File: src/rtl/otter_intc_pkg.sv
// Otter platform interrupt controller: shared register map and helpers.
// Word offsets are bus_addr[4:2]; ID 0 means no source.
package otter_intc_pkg;

    localparam logic [2:0] INTC_PENDING   = 3'd0;
    localparam logic [2:0] INTC_ENABLE    = 3'd1;
    localparam logic [2:0] INTC_TRIGGER   = 3'd2;
    localparam logic [2:0] INTC_CLAIM     = 3'd3;
    localparam logic [2:0] INTC_INSERVICE = 3'd4;

    localparam logic [4:0] INTC_ID_NONE = 5'd0;

    // Lowest set bit wins; bit i maps to ID i+1.
    function automatic logic [4:0] first_id(input logic [30:0] v);
        first_id = INTC_ID_NONE;
        for (int i = 30; i >= 0; i--) begin
            if (v[i]) first_id = 5'(i + 1);
        end
    endfunction

endpackage

File: src/rtl/otter_intc_gateway.sv
// Per-source gateway: two-flop synchroniser plus rising-edge detect.
// level_o is the synchronised request, rise_o a one-cycle pulse.
module otter_intc_gateway (
    input  logic clk,
    input  logic rst,
    input  logic irq_i,
    output logic level_o,
    output logic rise_o
);

    logic sync1_q;
    logic sync2_q;
    logic prev_q;

    // Synchronise the async request and keep one cycle of history.
    always_ff @(posedge clk) begin
        if (rst) begin
            sync1_q <= 1'b0;
            sync2_q <= 1'b0;
            prev_q  <= 1'b0;
        end else begin
            sync1_q <= irq_i;
            sync2_q <= sync1_q;
            prev_q  <= sync2_q;
        end
    end

    assign level_o = sync2_q;
    assign rise_o  = sync2_q & ~prev_q;

endmodule

File: src/rtl/otter_intc.sv
// Otter platform interrupt controller: pending/enable/trigger/in-service
// state, lowest-ID priority claim and MMIO claim/complete handshake.
module otter_intc
    import otter_intc_pkg::*;
#(
    parameter int NUM_SRC = 8
) (
    input  logic               clk,
    input  logic               rst,
    input  logic [NUM_SRC-1:0] irq_src,
    input  logic               bus_sel,
    input  logic               bus_rd,
    input  logic               bus_wr,
    input  logic [4:0]         bus_addr,
    input  logic [31:0]        bus_wdata,
    output logic [31:0]        bus_rdata,
    output logic               ext_intrpt
);

    logic [NUM_SRC-1:0] lvl;
    logic [NUM_SRC-1:0] rise;

    for (genvar g = 0; g < NUM_SRC; g++) begin : g_gw
        otter_intc_gateway u_gw (
            .clk     (clk),
            .rst     (rst),
            .irq_i   (irq_src[g]),
            .level_o (lvl[g]),
            .rise_o  (rise[g])
        );
    end

    logic [NUM_SRC-1:0] pending_q, pending_d;
    logic [NUM_SRC-1:0] enable_q, enable_d;
    logic [NUM_SRC-1:0] trigger_q, trigger_d;
    logic [NUM_SRC-1:0] insvc_q, insvc_d;
    logic [31:0]        rdata_q, rdata_d;
    logic               ext_q;

    logic               rd_en, wr_en;
    logic [2:0]         reg_sel;
    logic               claim_en, complete_en, comp_valid;
    logic [NUM_SRC-1:0] claimable, claim_oh, comp_oh;
    logic [NUM_SRC-1:0] wdata_lo, trig_chg;
    logic [4:0]         claim_id, comp_idx;
    logic               unused_addr;

    assign unused_addr = ^bus_addr[1:0];

    assign rd_en   = bus_sel & bus_rd;
    assign wr_en   = bus_sel & bus_wr;
    assign reg_sel = bus_addr[4:2];

    // A simultaneous write at CLAIM is a complete; the claim is suppressed.
    assign claim_en    = rd_en & ~wr_en & (reg_sel == INTC_CLAIM);
    assign complete_en = wr_en & (reg_sel == INTC_CLAIM);

    assign claimable = pending_q & enable_q & ~insvc_q;
    assign claim_id  = first_id(31'(claimable));
    assign claim_oh  = claim_en ? (claimable & ~(claimable - 1'b1)) : '0;

    assign wdata_lo   = bus_wdata[NUM_SRC-1:0];
    assign comp_idx   = bus_wdata[4:0] - 5'd1;
    assign comp_valid = complete_en && (bus_wdata != 32'd0) &&
                        (bus_wdata <= 32'(NUM_SRC));
    assign comp_oh    = comp_valid ? (NUM_SRC'(1) << comp_idx) : '0;

    assign trig_chg = (wr_en && reg_sel == INTC_TRIGGER) ?
                      (trigger_q ^ wdata_lo) : '0;

    // Edge sources: rise sets (beats claim clear). Level sources follow sync.
    assign pending_d = ~trig_chg &
                       ((trigger_q & (rise | (pending_q & ~claim_oh))) |
                        (~trigger_q & lvl));

    // Register writes, in-service tracking and registered read data.
    always_comb begin
        enable_d  = enable_q;
        trigger_d = trigger_q;
        insvc_d   = (insvc_q | claim_oh) & ~comp_oh;
        rdata_d   = rdata_q;
        if (wr_en && reg_sel == INTC_ENABLE)  enable_d  = wdata_lo;
        if (wr_en && reg_sel == INTC_TRIGGER) trigger_d = wdata_lo;
        if (rd_en) begin
            unique case (reg_sel)
                INTC_PENDING:   rdata_d = 32'(pending_q);
                INTC_ENABLE:    rdata_d = 32'(enable_q);
                INTC_TRIGGER:   rdata_d = 32'(trigger_q);
                INTC_CLAIM:     rdata_d = claim_en ? 32'(claim_id) : 32'd0;
                INTC_INSERVICE: rdata_d = 32'(insvc_q);
                default:        rdata_d = 32'd0;
            endcase
        end
    end

    // State update; ext_intrpt lags claimable by one cycle.
    always_ff @(posedge clk) begin
        if (rst) begin
            pending_q <= '0;
            enable_q  <= '0;
            trigger_q <= '0;
            insvc_q   <= '0;
            rdata_q   <= '0;
            ext_q     <= 1'b0;
        end else begin
            pending_q <= pending_d;
            enable_q  <= enable_d;
            trigger_q <= trigger_d;
            insvc_q   <= insvc_d;
            rdata_q   <= rdata_d;
            ext_q     <= |claimable;
        end
    end

    assign bus_rdata  = rdata_q;
    assign ext_intrpt = ext_q;

endmodule

File: config.mk
export PLATFORM = sky130hd
export DESIGN_NAME = otter_intc
export DESIGN_NICKNAME = d
export VERILOG_FILES = /design/src/rtl/otter_intc_pkg.sv /design/src/rtl/otter_intc_gateway.sv /design/src/rtl/otter_intc.sv
export SDC_FILE = /design/constraint.sdc
export NUM_CORES = 1
export LEC_CHECK = 0
export ABC_AREA = 0
export BUFFER_PORTS_ARGS = -buffer_cell sky130_fd_sc_hd__clkbuf_2
export CORE_AREA = 2 2 88 90
export CTS_CLUSTER_DIAMETER = 120
export CTS_CLUSTER_SIZE = 20
export DETAILED_ROUTE_END_ITERATION = 6
export DIE_AREA = 0 0 90 92
export PLACE_DENSITY = 0.68
export SLEW_MARGIN = 10
export SYNTH_ARGS = -nofsm -noshare
export SYNTH_HDL_FRONTEND = slang
export SYNTH_HIERARCHICAL = 1
export SYNTH_SLANG_ARGS = --single-unit
File: constraint.sdc
create_clock -name clk -period 3.1 [get_ports clk]
set_clock_uncertainty 0.1 [all_clocks]
set_input_delay 0.31 -clock clk [delete_from_list [all_inputs] [get_ports clk]]
set_output_delay 0.31 -clock clk [all_outputs]
set_load 0.01 [all_outputs]
==> load_flow_metrics.sql <==
INSERT INTO impl_metrics (metric_group, metric, value, unit) VALUES
('timing', 'fin_setup_tns', '0', 'ns'),
('die', 'core-area', '7450', 'um^2'),
('routing', 'wl_per_cell', '15.0', 'um'),
('setup_path', 'timing.reg2reg.setup_slack', '1.18', 'ns'),
('cts', 'tritoncts_clock_tree', 'yes', ''),
('yosys', 'synth.cell_area', '3230', 'um^2'),
('grt', 'grt_max_degree', '49', ''),
('setup_path', 'critical_path_class', 'in -> reg', ''),
('cts', 'post_cts.resized_instances', '0', ''),
('place', 'gpl_congestion', '0.889', ''),
('yosys', 'synthFlopType', 'dfxtp_1', ''),
('setup_path', 'crit_path_end_kind', 'flop', ''),
('timing', 'rsz0062_at_grt', 'false', ''),
('timing', 'slew-limit-headroom', '32.5', '%'),
('yosys', 'ys_types', '63', ''),
('timing', 'maxClockFrequency', '483', 'MHz'),
('yosys', 'yosys_warnings', '6', ''),
('yosys', 'synth.largest_area_cell', 'dfxtp_1', ''),
('cts', 'cts-htree-levels', '3', ''),
('finish', 'area_growth_syn_to_layout', '14.0', '%'),
('yosys', 'syn-instance-count', '368', ''),
('pwr', 'pwr_density_cell', '464', 'nW/um^2'),
('cts', 'post-cts-setup-buffers', '0', ''),
('yosys', 'synth_seq_cells', '65', ''),
('cts', 'cts.path.max_buffers', '2', ''),
('routing', 'vias', '2885', ''),
('yosys', 'synth.area.top_cells', 'dfxtp_1, buf_4, a21oi_1', ''),
('routing', 'drt_iter0_drc', '345', ''),
('yosys', 'synth_enable_flop_cells', '0', ''),
('finish', 'mostFrequentLayoutCell', 'dfxtp_1', ''),
('cts', 'cts_hold_fix_bufs', '0', ''),
('die', 'initial_core_utilization', '43.3', '%'),
('worst_hold_path', 'hp-class', 'in -> reg', ''),
('timing', 'share_of_the_clock_period_used_by_the_worst_path_after_layout', '66.7', '%'),
('finish', 'drive_gt1_share', '21.0', '%'),
('cts', 'clk_pin_slew', '0.07', 'ns'),
('grt', 'grt.total_usage', '19.9', '%'),
('setup_path', 'timing.critical_path.fanout_max', '23', ''),
('routing', 'route.antenna.remaining_nets', '0', ''),
('die', 'fp.dieH', '92', 'um'),
('die', 'die_area', '8280', 'um^2'),
('cts', 'clock-sinks', '65', ''),
('cts', 'number_of_buffers_created_by_cts', '9', ''),
('timing', 'worst_slew_pin_slew', '1.01', 'ns'),
('pwr', 'worst_ir_drop_vdd', '0.000185', 'V'),
('grt', 'global_route_wire_length_before_repair', '13000', 'um'),
('die', 'floorplan.io_pins', '83', ''),
('timing', 'timing_max_transition_violations_final', '0', ''),
('finish', 'diodes', '0', ''),
('grt', 'via_count_of_the_first_global_routing_pass', '2599', ''),
('cts', 'clock_latency', '0.35', 'ns'),
('grt', 'globalRouteOverflowTotal', '0', ''),
('yosys', 'synth_top_cell_area_share', '40.3', '%'),
('finish', 'nets', '477', ''),
('routing', 'dr.pass1.iters', '7', ''),
('finish', 'multiInputGateArea', '1720', 'um^2'),
('place', 'place_ws', '0.719', 'ns'),
('setup_path', 'crit_path_start_kind', 'input pin', ''),
('finish', 'final_cell_mix', 'dfxtp_1, clkbuf_2, a21oi_1', ''),
('run_status', 'run_status', 'finished clean', ''),
('job', 'maxCapViolCount', '0', ''),
('timing', 'final-hold-violation-count', '0', ''),
('die', 'die_w', '90', 'um'),
('grt', 'grt_antenna_before_repair', '0', ''),
('place', 'place.detailed.hpwl', '5560', 'um'),
('routing', 'drt_wl_total', '7970', 'um'),
('finish', 'fillerInstances', '743', ''),
('finish', 'seqCellArea', '1300', 'um^2'),
('timing', 'setup_violations', '0', ''),
('place', 'port_buffers', '56', ''),
('timing', 'final_setup_slack_of_the_worst_path', '1.03', 'ns'),
('timing', 'finalWorstPathRequiredPeriod', '2.07', 'ns'),
('die', 'rows', '32', ''),
('routing', 'routed_via_density', '5.43', ''),
('yosys', 'synthesized_area_per_cell', '8.77', 'um^2'),
('yosys', 'proportion_of_synthesized_chip_area_in_sequential_cells', '40.3', '%'),
('setup_path', 'timing.critical_path.arrival', '2.21', 'ns'),
('yosys', 'asyncSetResetFlopFracSynth', '0', '%'),
('routing', 'drc', '0', ''),
('pwr', 'power_leakage', '0.00146', 'uW'),
('setup_path', 'worstPathRequired', '3.24', 'ns'),
('cts', 'clock-root-buffer', 'clkbuf_8', '');
-- stage by stage --
step	total power (uW)	utilization, %	cells	hold WS (ns)	cell area (um^2)
after floorplan	1000	-	391	0.282	3310
final	1710	49.4	531	0.0647	3680
after detailed placement	1050	47.0	516	0.325	3500
after global routing	1780	49.4	531	0.0649	3680
after CTS	1720	49.4	531	0.0552	3680
after global placement	1040	47.0	516	0.317	3500
-- worst max-delay path: stages --
cell      delay (ns)
clkbuf_2        0.30
nand3b_2        0.40
nor4b_1         0.67
nand4b_1        0.18
o2111a_1        0.18
o21ba_1         0.17
-- logic make-up after synthesis --
| group | after synthesis | share of synthesized area [%] |
|---|---|---|
| simple gates | 143 | 26.7 |
| compound gates | 100 | 19.8 |
| flops | 65 | 40.3 |
| buf+inv | 47 | 9.15 |
| mux | 9 | 2.83 |
| fa+ha+maj | 2 | 0.775 |
| other cells | 1 | 0.116 |
| xor+xnor | 1 | 0.271 |
-- where the power goes --
group / internal, uW / switching, uW
Clock: 363 / 312
Combinational: 62.9 / 99.3
Sequential: 857 / 11.7
Total: 1280 / 423
-- synth_stat cells, drive strengths merged, types with 2 or more instances --
library cell / instances
nor4b: 3
o31a: 5
or2b: 2
nand2: 34
nor4: 7
nor2: 14
nand4: 2
clkbuf: 12
a211o: 2
inv: 8
o21ai: 21
nand3b: 13
nor3b: 5
o221ai: 3
o211ai: 3
o21a: 2
or4: 4
and4: 2
a211oi: 2
buf: 27
a311oi: 4
ha: 2
dfxtp: 65
mux2i: 8
a2bb2oi: 5
nand3: 5
o22ai: 2
nor3: 5
nand4b: 2
a21oi: 35
a31oi: 6
and2: 4
nand2b: 3
a22oi: 2
nor2b: 34
-- final timing paths --
| path | startpoint | endpoint | cells past startpoint |
|---|---|---|---|
| hold / removal | irq_src[5] | g_gw[5].u_gw/sync1_q$_SDFF_PP0_ | 2 |
| hold reg to reg | g_gw[1].u_gw/sync1_q$_SDFF_PP0_ | g_gw[1].u_gw/level_o$_SDFF_PP0_ | 1 |
| setup reg to reg | insvc_q[0]$_SDFF_PP0_ | pending_q[2]$_SDFF_PP0_ | 5 |
| setup / recovery | bus_addr[4] | pending_q[2]$_SDFF_PP0_ | 6 |
-- sequential cells by signal, indices dropped and copies added, names as in the netlist --
signal,flops
bus_rdata,8
enable_q,8
ext_intrpt,1
g_gw.u_gw/level_o,8
g_gw.u_gw/prev_q,8
g_gw.u_gw/sync1_q,8
insvc_q,8
pending_q,8
trigger_q,8
-- cell type report --
| cell class | instances | share of cell area, % |
|---|---|---|
| Multi-Input combinational cell | 279 | 46.7 |
| Tap cell | 102 | 3.47 |
| Timing Repair Buffer | 62 | 8.85 |
| Inverter | 8 | 0.817 |
| Sequential cell | 65 | 35.4 |
| Clock buffer | 11 | 3.57 |
| Clock inverter | 4 | 1.22 |
-- routing by layer --
metal / vias to the layer above / routed length [um] / share of wire (%) / GRT usage [%]
met5: - / 0 / 0 / 0
met4: 0 / 155 / 1.9 / 8.46
met3: 13 / 570 / 7.2 / 4.85
met2: 123 / 3490 / 44 / 29.5
met1: 1356 / 3750 / 47 / 27.6
li1: 1393 / - / - / -
(Power assumes the default switching activity.)
